$ cat config.mk
export PLATFORM = sky130hd
export DESIGN_NAME = mem_load_aligner
export DESIGN_NICKNAME = d
export VERILOG_FILES = /design/src/rtl/mem_load_aligner.sv
export SDC_FILE = /design/constraint.sdc
export NUM_CORES = 1
export LEC_CHECK = 0
export CAP_MARGIN = 5
export CORE_MARGIN = 2
export CORE_UTILIZATION = 58
export CTS_CLUSTER_SIZE = 8
export DETAILED_ROUTE_END_ITERATION = 8
export PLACE_DENSITY = 0.95
export SYNTH_ARGS = -nofsm -noshare
export SYNTH_HDL_FRONTEND = slang
export SYNTH_SLANG_ARGS = --single-unit
$ cat constraint.sdc
create_clock -name clk -period 6 [get_ports clk]
set_input_delay 0.6 -clock clk [delete_from_list [all_inputs] [get_ports clk]]
set_output_delay 0.6 -clock clk [all_outputs]
set_load 0.1 [all_outputs]
$ cat src/rtl/mem_load_aligner.sv
// Load aligner: issues one or two word-aligned reads for a byte-addressed load,
// merges the returned words, right-aligns the bytes and zero/sign-extends to N bits.
module mem_load_aligner #(
   parameter int N  = 64,
   parameter int AW = 32
) (
   input  logic          clk,
   input  logic          reset_n,
   input  logic          req_valid,
   output logic          req_ready,
   input  logic [AW-1:0] req_addr,
   input  logic [2:0]    req_width,
   input  logic          req_signed,
   output logic          mem_req_valid,
   input  logic          mem_req_ready,
   output logic [AW-1:0] mem_req_addr,
   input  logic          mem_rsp_valid,
   input  logic [N-1:0]  mem_rsp_data,
   output logic          rsp_valid,
   input  logic          rsp_ready,
   output logic [N-1:0]  rsp_data,
   output logic          rsp_err,
   output logic          rsp_split
);

   localparam int B  = N / 8;
   localparam int OW = $clog2(B);

   typedef enum logic [2:0] {IDLE, REQ1, WAIT1, REQ2, WAIT2, RESP} state_t;

   state_t state_reg, state_next;

   logic [AW-1:0] addr_reg;
   logic [2:0]    width_reg;
   logic          signed_reg;
   logic          err_reg;
   logic          split_reg;
   logic [N-1:0]  lo_reg;
   logic [N-1:0]  hi_reg;

   logic          accept;
   logic          req_legal;
   logic [OW-1:0] req_off;
   logic [4:0]    req_end;
   logic          req_split;

   assign accept    = (state_reg == IDLE) && req_valid;
   assign req_legal = (req_width == 3'b000) || (req_width == 3'b001) ||
                      (req_width == 3'b011) || ((req_width == 3'b111) && (N == 64));
   assign req_off   = req_addr[OW-1:0];
   assign req_end   = 5'(req_off) + 5'(req_width) + 5'd1;
   assign req_split = req_end > 5'(B);

   always_ff @(posedge clk or negedge reset_n) begin
      if (!reset_n) begin
         state_reg <= IDLE;
      end else begin
         state_reg <= state_next;
      end
   end

   // Request fields are captured once; lo/hi are cleared so an unsplit access merges with zero.
   always_ff @(posedge clk or negedge reset_n) begin
      if (!reset_n) begin
         addr_reg   <= '0;
         width_reg  <= '0;
         signed_reg <= 1'b0;
         err_reg    <= 1'b0;
         split_reg  <= 1'b0;
         lo_reg     <= '0;
         hi_reg     <= '0;
      end else begin
         if (accept) begin
            addr_reg   <= req_addr;
            width_reg  <= req_width;
            signed_reg <= req_signed;
            err_reg    <= !req_legal;
            split_reg  <= req_legal && req_split;
            lo_reg     <= '0;
            hi_reg     <= '0;
         end
         if ((state_reg == WAIT1) && mem_rsp_valid) begin
            lo_reg <= mem_rsp_data;
         end
         if ((state_reg == WAIT2) && mem_rsp_valid) begin
            hi_reg <= mem_rsp_data;
         end
      end
   end

   always_comb begin
      state_next = state_reg;
      case (state_reg)
         IDLE:    if (req_valid)     state_next = req_legal ? REQ1 : RESP;
         REQ1:    if (mem_req_ready) state_next = WAIT1;
         WAIT1:   if (mem_rsp_valid) state_next = split_reg ? REQ2 : RESP;
         REQ2:    if (mem_req_ready) state_next = WAIT2;
         WAIT2:   if (mem_rsp_valid) state_next = RESP;
         RESP:    if (rsp_ready)     state_next = IDLE;
         default: state_next = IDLE;
      endcase
   end

   logic [AW-1:0]  base_addr;
   logic [2*N-1:0] merged;
   logic [2*N-1:0] merged_shift;
   logic [OW+2:0]  shamt;
   logic [N-1:0]   shifted;
   logic [N-1:0]   ext_data;
   logic [3:0]     nb;
   logic           sbit;
   logic           fill;

   assign base_addr    = {addr_reg[AW-1:OW], {OW{1'b0}}};
   assign merged       = {hi_reg, lo_reg};
   assign shamt        = {addr_reg[OW-1:0], 3'b000};
   assign merged_shift = merged >> shamt;
   assign shifted      = merged_shift[N-1:0];
   assign nb           = {1'b0, width_reg} + 4'd1;

   always_comb begin
      case (width_reg)
         3'b000:  sbit = shifted[7];
         3'b001:  sbit = shifted[15];
         3'b011:  sbit = shifted[31];
         default: sbit = shifted[N-1];
      endcase
   end

   assign fill = signed_reg & sbit;

   // Bytes inside the access pass through; bytes above it take the extension fill.
   genvar gi;
   generate
      for (gi = 0; gi < B; gi = gi + 1) begin : g_byte
         localparam logic [3:0] BIDX = 4'(gi);
         assign ext_data[gi*8 +: 8] = (BIDX < nb) ? shifted[gi*8 +: 8] : {8{fill}};
      end
   endgenerate

   always_comb begin
      req_ready     = 1'b0;
      mem_req_valid = 1'b0;
      mem_req_addr  = '0;
      rsp_valid     = 1'b0;
      rsp_data      = '0;
      rsp_err       = 1'b0;
      rsp_split     = 1'b0;
      case (state_reg)
         IDLE: req_ready = 1'b1;
         REQ1: begin
            mem_req_valid = 1'b1;
            mem_req_addr  = base_addr;
         end
         REQ2: begin
            mem_req_valid = 1'b1;
            mem_req_addr  = base_addr + AW'(B);
         end
         RESP: begin
            rsp_valid = 1'b1;
            rsp_err   = err_reg;
            rsp_split = split_reg;
            rsp_data  = err_reg ? '0 : ext_data;
         end
         default: ;
      endcase
   end

endmodule

==> results of run 1 <==
-- power groups by stage --
stage	registers (mW)	logic (mW)	clock network, mW
after floorplan	1.71	3.24	0
final	2.03	4.04	1.11
after CTS	1.99	3.99	1.11
after global placement	1.96	3.85	0
after global routing	2.06	4.22	1.15
after detailed placement	2.00	3.94	0
-- through the flow --
| step | instance area, µm² | hold slack (ps) | util | worst slack [ps] |
|---|---|---|---|---|
| floorplan | 11000 | 304 | - | 1230 |
| global placement | 12900 | 488 | 0.688 | 2260 |
| detailed placement | 12900 | 496 | 0.688 | 2030 |
| CTS | 13500 | 379 | 0.720 | 1530 |
| global route | 13500 | 429 | 0.720 | 1340 |
| finish | 13500 | 338 | 0.720 | 1490 |
-- cells by family after synthesis --
group,count (synthesis),synth area share
flops,161,0.365
fa+ha+maj,10,0.0120
xor+xnor,28,0.0222
mux,203,0.269
simple gates,417,0.156
buf+inv,113,0.0466
compound gates,226,0.129
other cells,1,0.000340
-- layer usage --
metal	up-vias	wire, µm	track usage
met5	-	0	0
met4	0	2000	0.189
met3	116	4160	0.0895
met2	735	16000	0.533
met1	4848	12700	0.455
li1	4361	-	-
-- cell usage in the layout, fill, tap and decap left out, types with 8 or more instances in the layout --
cell             Yosys  routed
o31ai_2             20      20
buf_4                4      75
a21oi_1              8       8
xor2_1              24      24
clkdlybuf4s50_1      0     138
o21ai_1             34      34
ha_1                 9       9
mux4_2              61      61
nand2_1            319     318
dfrtp_1            161     159
mux2_2             127     127
o21ai_0            133     133
mux2i_1             11      11
clkbuf_16            0      17
nor2_1              38      38
nand4_1             16      16
inv_1               17      17
-- worst paths after layout --
kind,from,end,depth (start not counted)
hold / removal,reset_n,hi_reg[9],1
max in group asynchronous,reset_n,hi_reg[4],2
hold reg to reg,signed_reg,signed_reg,1
setup / recovery,state_reg[1],mem_req_addr[24],6
min in group clk,signed_reg,signed_reg,1
setup reg to reg,state_reg[1],hi_reg[40],5
-- layout make-up --
class / instances / area, µm²
multi-input combinational: 887 / 6530
fill: 1182 / 5240
sequential: 161 / 4030
timing repair buffer: 214 / 1960
clock buffer: 18 / 439
tap: 234 / 293
clock inverter: 13 / 150
inverter: 18 / 67.6
-- worst max-delay path, stage by stage (launching register included) --
cell	delay (ps)
dfrtp_1	610
nand4_1	340
nor3_1	830
nand4_1	240
xor2_1	200
nor2_1	90
clkdlybuf4s50_1	1160
==> metrics.txt, run 1 <==
DR vias/cell 6.51; area share of the largest cell type after synthesis 0.365; status finished, final reports clean; crit end category output port; Tot Pwr 7.17 mW; worst slew pin tran 1140 ps; number of antenna violations at the first check in global routing 0; crit path DAT 3910 ps; share of cells above drive strength 1 0.259; die height 142 µm; synth top area cells dfrtp_1 (36%), mux2_2 (13%), mux4_2 (12%), nand2_1 (11%), o21ai_0 (6.0%); CTS buffer count 17; Sw Ratio 0.502; post_cts resized 0; final worst-path cycle share 0.751; vias in the first global route 9,687; Routed Antenna Nets 0; Fmax achieved 0.222 GHz; Clk pin slew, worst setup/hold paths 60 ps; Synthesis Warnings 0; Setup Crit Path Kind flop to output port; CTS tree done; clk_lat worst skew 430 ps; Placed Cells 1,514; Post-CTS Setup Inserts 0; top-count cell post-synth nand2_1; cell count after synthesis 1,159; maxcap violations 0; net total in the final layout 1,415; clock skew 10.2 ps; Final Wtd Congestion 0.969; count of pins over their slew limit 0; PD cells 533 nW/µm²; Root Buffer clkbuf_16; Wirelength per Cell 22.5 µm; total track usage 0.347; Main synth FF type dfrtp_1; CTS Hold Buffers Added 0; Final Hold Vio Count 0; CP max FO 14; Clock Sinks 161; Seq/Total Area, Yosys 0.365; Remaining Overflow, GRT 0; sw power 3.60 mW; Syn Area/Cell 9.53 µm²; largest net degree at the start of global routing 117; clock power share 0.154; HP Class input pin to async pin; max reg flops 64; DR pass1 iterations 6; number of synthesized flops with an enable pin 0; first-pass GRT wire length 53,600 µm; Leak 5.58 nW; most common library cells after synthesis nand2_1 (319), dfrtp_1 (161), o21ai_0 (133); power share of the combinational group 0.563; core box area 18,700 µm²; Async SR Flop Fraction 1.00; Setup TNS 0 ps; Layout Cells excl Fill 1,545; Yosys reg bits 161; flop-to-flop setup slack 3390 ps; Port Buffers 203; Slew HR 0.232; Yosys top cell by area dfrtp_1; die area 20,200 µm²; Die Span X 142 µm; P&R area growth vs syn 21.9%; post-layout minimum cycle time 4510 ps; RSZ-0062 raised after global routing no; Post-Route WL 34,800 µm; Antenna diodes 0; Flop pwr share 0.283; synthesized area 11,000 µm²; CTS Buffer Depth 2; final setup fails 0; Internal 3.57 mW; DR vias 10,060; Synth cell types 55; Core Rows 50; # DRC 0; DPL Wire Length 24,600 µm; worst path required time 5400 ps; crit path launch type flop; IO Count 207; H-tree Lvls 4; initial detailed-routing violation count 1,444; Worst VDD drop 547 µV; Initial Util 0.590
Power figures use the tool's default switching activity.
==> run 2: changes to the inputs <==
--- a/config.mk
+++ b/config.mk
@@ -7,10 +7,10 @@
 export LEC_CHECK = 0
 export CAP_MARGIN = 5
 export CORE_MARGIN = 2
-export CORE_UTILIZATION = 58
+export CORE_UTILIZATION = 54
 export CTS_CLUSTER_SIZE = 8
 export DETAILED_ROUTE_END_ITERATION = 8
-export PLACE_DENSITY = 0.95
+export PLACE_DENSITY = 0.91
 export SYNTH_ARGS = -nofsm -noshare
 export SYNTH_HDL_FRONTEND = slang
 export SYNTH_SLANG_ARGS = --single-unit
==> constraint.sdc (replaced) <==
create_clock -name clk -period 4.5 [get_ports clk]
set_input_delay 0.45 -clock clk [delete_from_list [all_inputs] [get_ports clk]]
set_output_delay 0.45 -clock clk [all_outputs]
set_load 0.1 [all_outputs]
==> run 2 against run 1 <==
  * Non-clock buffer count is 3 higher
  * Sequential power is 35% higher
  * First-iteration DRC count is 11% lower
  * Design area is 6.3% higher
  * Clock skew is 2.1 ps lower
  * Combinational power is 35% higher
  * Utilization is 0.99 points lower
  * Cell count is 2.6% higher
  * Critical path type unchanged
==> metrics.txt, run 2 (synthesized netlist as in run 1, its figures left out) <==
Flop pwr share 0.284 (about the same); Setup Crit Path Kind flop to output port; Clk pin slew, worst setup/hold paths 70 ps (about the same); Routed Antenna Nets 0 (unchanged); DR pass1 iterations 7 (+1); core box area 20,200 µm² (+7.8%); clk_lat worst skew 440 ps (about the same); most frequent cells in the layout nand2_1 (318), dfrtp_1 (159), o21ai_0 (133), mux2_2 (127), clkdlybuf4s50_1 (124); Core Rows 52 (+4.0%); CTS Buffer Depth 2 (unchanged); initial detailed-routing violation count 1,288 (-11%); RSZ-0062 raised after global routing no; crit end category output port; Remaining Overflow, GRT 0 (unchanged); Wirelength per Cell 22.3 µm (-1.1%); count of pins over their slew limit 0 (unchanged); Initial Util 0.547 (-0.0428); P&R area growth vs syn 29.7%; HP Class input pin to async pin; Sw Ratio 0.504 (+0.00180); die height 147 µm (+3.5%); DR vias 10,030 (-0.30%); Leak 5.82 nW (+4.2%); worst path required time 4050 ps (-1350 ps); largest net degree at the start of global routing 115 (-1.7%); crit path launch type flop; maxcap violations 0 (unchanged); Port Buffers 203 (unchanged); start of the worst register-to-register path state_reg[1]; CTS Hold Buffers Added 0 (unchanged); vias in the first global route 9,739 (+0.54%); CTS buffer count 17 (unchanged); net total in the final layout 1,418 (+0.21%); # DRC 0 (unchanged); Post-Route WL 35,300 µm (+1.4%); total track usage 0.329 (-0.0186); commonest non-fill, non-tap cell in the layout nand2_1; crit path DAT 3670 ps (-240 ps); Worst VDD drop 628 µV (+15%); power share of the combinational group 0.563 (about the same); sw power 4.86 mW (+35%); Root Buffer clkbuf_16; DPL Wire Length 25,400 µm (+2.9%); CTS tree done; clock skew 8.10 ps (-2.14 ps); number of antenna violations at the first check in global routing 0 (unchanged); H-tree Lvls 4 (unchanged); Slew HR 0.194 (-0.0372); DR vias/cell 6.33 (-2.8%); worst slew pin tran 1210 ps (+61.6 ps); reg2reg end hi_reg[9]; post-layout minimum cycle time 4120 ps; Post-CTS Setup Inserts 0 (unchanged); Clock Sinks 161 (unchanged); final core area utilization 0.710 (-0.00993); final setup fails 0 (unchanged); Final Hold Vio Count 0 (unchanged); first-pass GRT wire length 55,200 µm (+2.9%); share of cells above drive strength 1 0.271 (+0.0129); IO Count 207 (unchanged); Hold Slack 90.5 ps (-248 ps); clock power share 0.153 (about the same); die area 21,600 µm² (+7.2%); Setup TNS 0 ps (unchanged); Fmax achieved 0.243 GHz; Placed Cells 1,553 (+2.6%); Final Wtd Congestion 0.986 (+1.8%); max reg flops 64 (unchanged); Internal 4.79 mW (+34%); cell count of the worst reg-to-reg path 5 (unchanged); Die Span X 147 µm (+3.5%); status finished, final reports clean; post_cts resized 0 (unchanged); Layout Cells excl Fill 1,585 (+2.6%); flop-to-flop setup slack 2030 ps (-1360 ps); PD cells 675 nW/µm² (+27%); CP max FO 13 (-1); Antenna diodes 0 (unchanged); final worst-path cycle share 0.915
[run 2: changes by cell type in the layout (fill, tap and decap cells not counted), moves of 4 or more]
cell / delta
clkdlybuf4s50_1: -14
buf_4: -48
buf_12: +65
clkinvlp_4: -4
[run 2: final cells by class]
type | count | area (µm²)
multi-input cells | 887 | 6530
clock inverters | 15 | 171
well taps | 270 | 338
fillers | 1293 | 5850
repair buffers | 217 | 2760
flip-flops and latches | 161 | 4030
inverters | 18 | 67.6
clock buffers | 17 | 425
[run 2: critical path, stage by stage (launching register included)]
cell and delay (ps):
dfrtp_1 730, inv_1 240, ha_1 630, inv_1 110, o21ai_1 610, and2_1 400, nand2_1 110, o21ai_1 170
buf_12 210
[run 2: metal layers]
metal / wire [µm] / vias up / GRT usage / share of wire
met5: 0 / - / 0 / 0
met4: 1770 / 0 / 0.147 / 0.050
met3: 3790 / 110 / 0.0835 / 0.11
met2: 16400 / 676 / 0.515 / 0.46
met1: 13400 / 4888 / 0.436 / 0.38
li1: - / 4356 / - / -
[run 2: how the worst max path moves through the flow]
stage / slack [ps] / start / to / cells past startpoint
2_1_floorplan: -120 / state_reg[1] / rsp_data[0] / 5
3_3_place_gp: 1080 / width_reg[1] / rsp_data[47] / 8
3_5_place_dp: 960 / width_reg[1] / rsp_data[44] / 8
4_1_cts: 500 / width_reg[1] / rsp_data[15] / 7
5_1_grt: 240 / width_reg[1] / rsp_data[44] / 8
6_report: 380 / width_reg[1] / rsp_data[41] / 8
[run 2: metrics by stage]
stage	worst slack [ps]	area [µm²]	power, mW
after floorplan	-121	11000	6.59
after global placement	1080	13700	7.84
after detailed placement	961	13700	8.03
after CTS	499	14300	9.55
after global routing	237	14300	10.0
final	384	14300	9.66
[run 2: power by group through the flow]
stage                     registers [mW]  clock network (mW)  logic (mW)
after global placement              2.65                   0        5.19
final                               2.74                1.48        5.44
after floorplan                     2.28                   0        4.31
after detailed placement            2.71                   0        5.33
after CTS                           2.69                1.48        5.38
after global routing                2.80                1.53        5.72
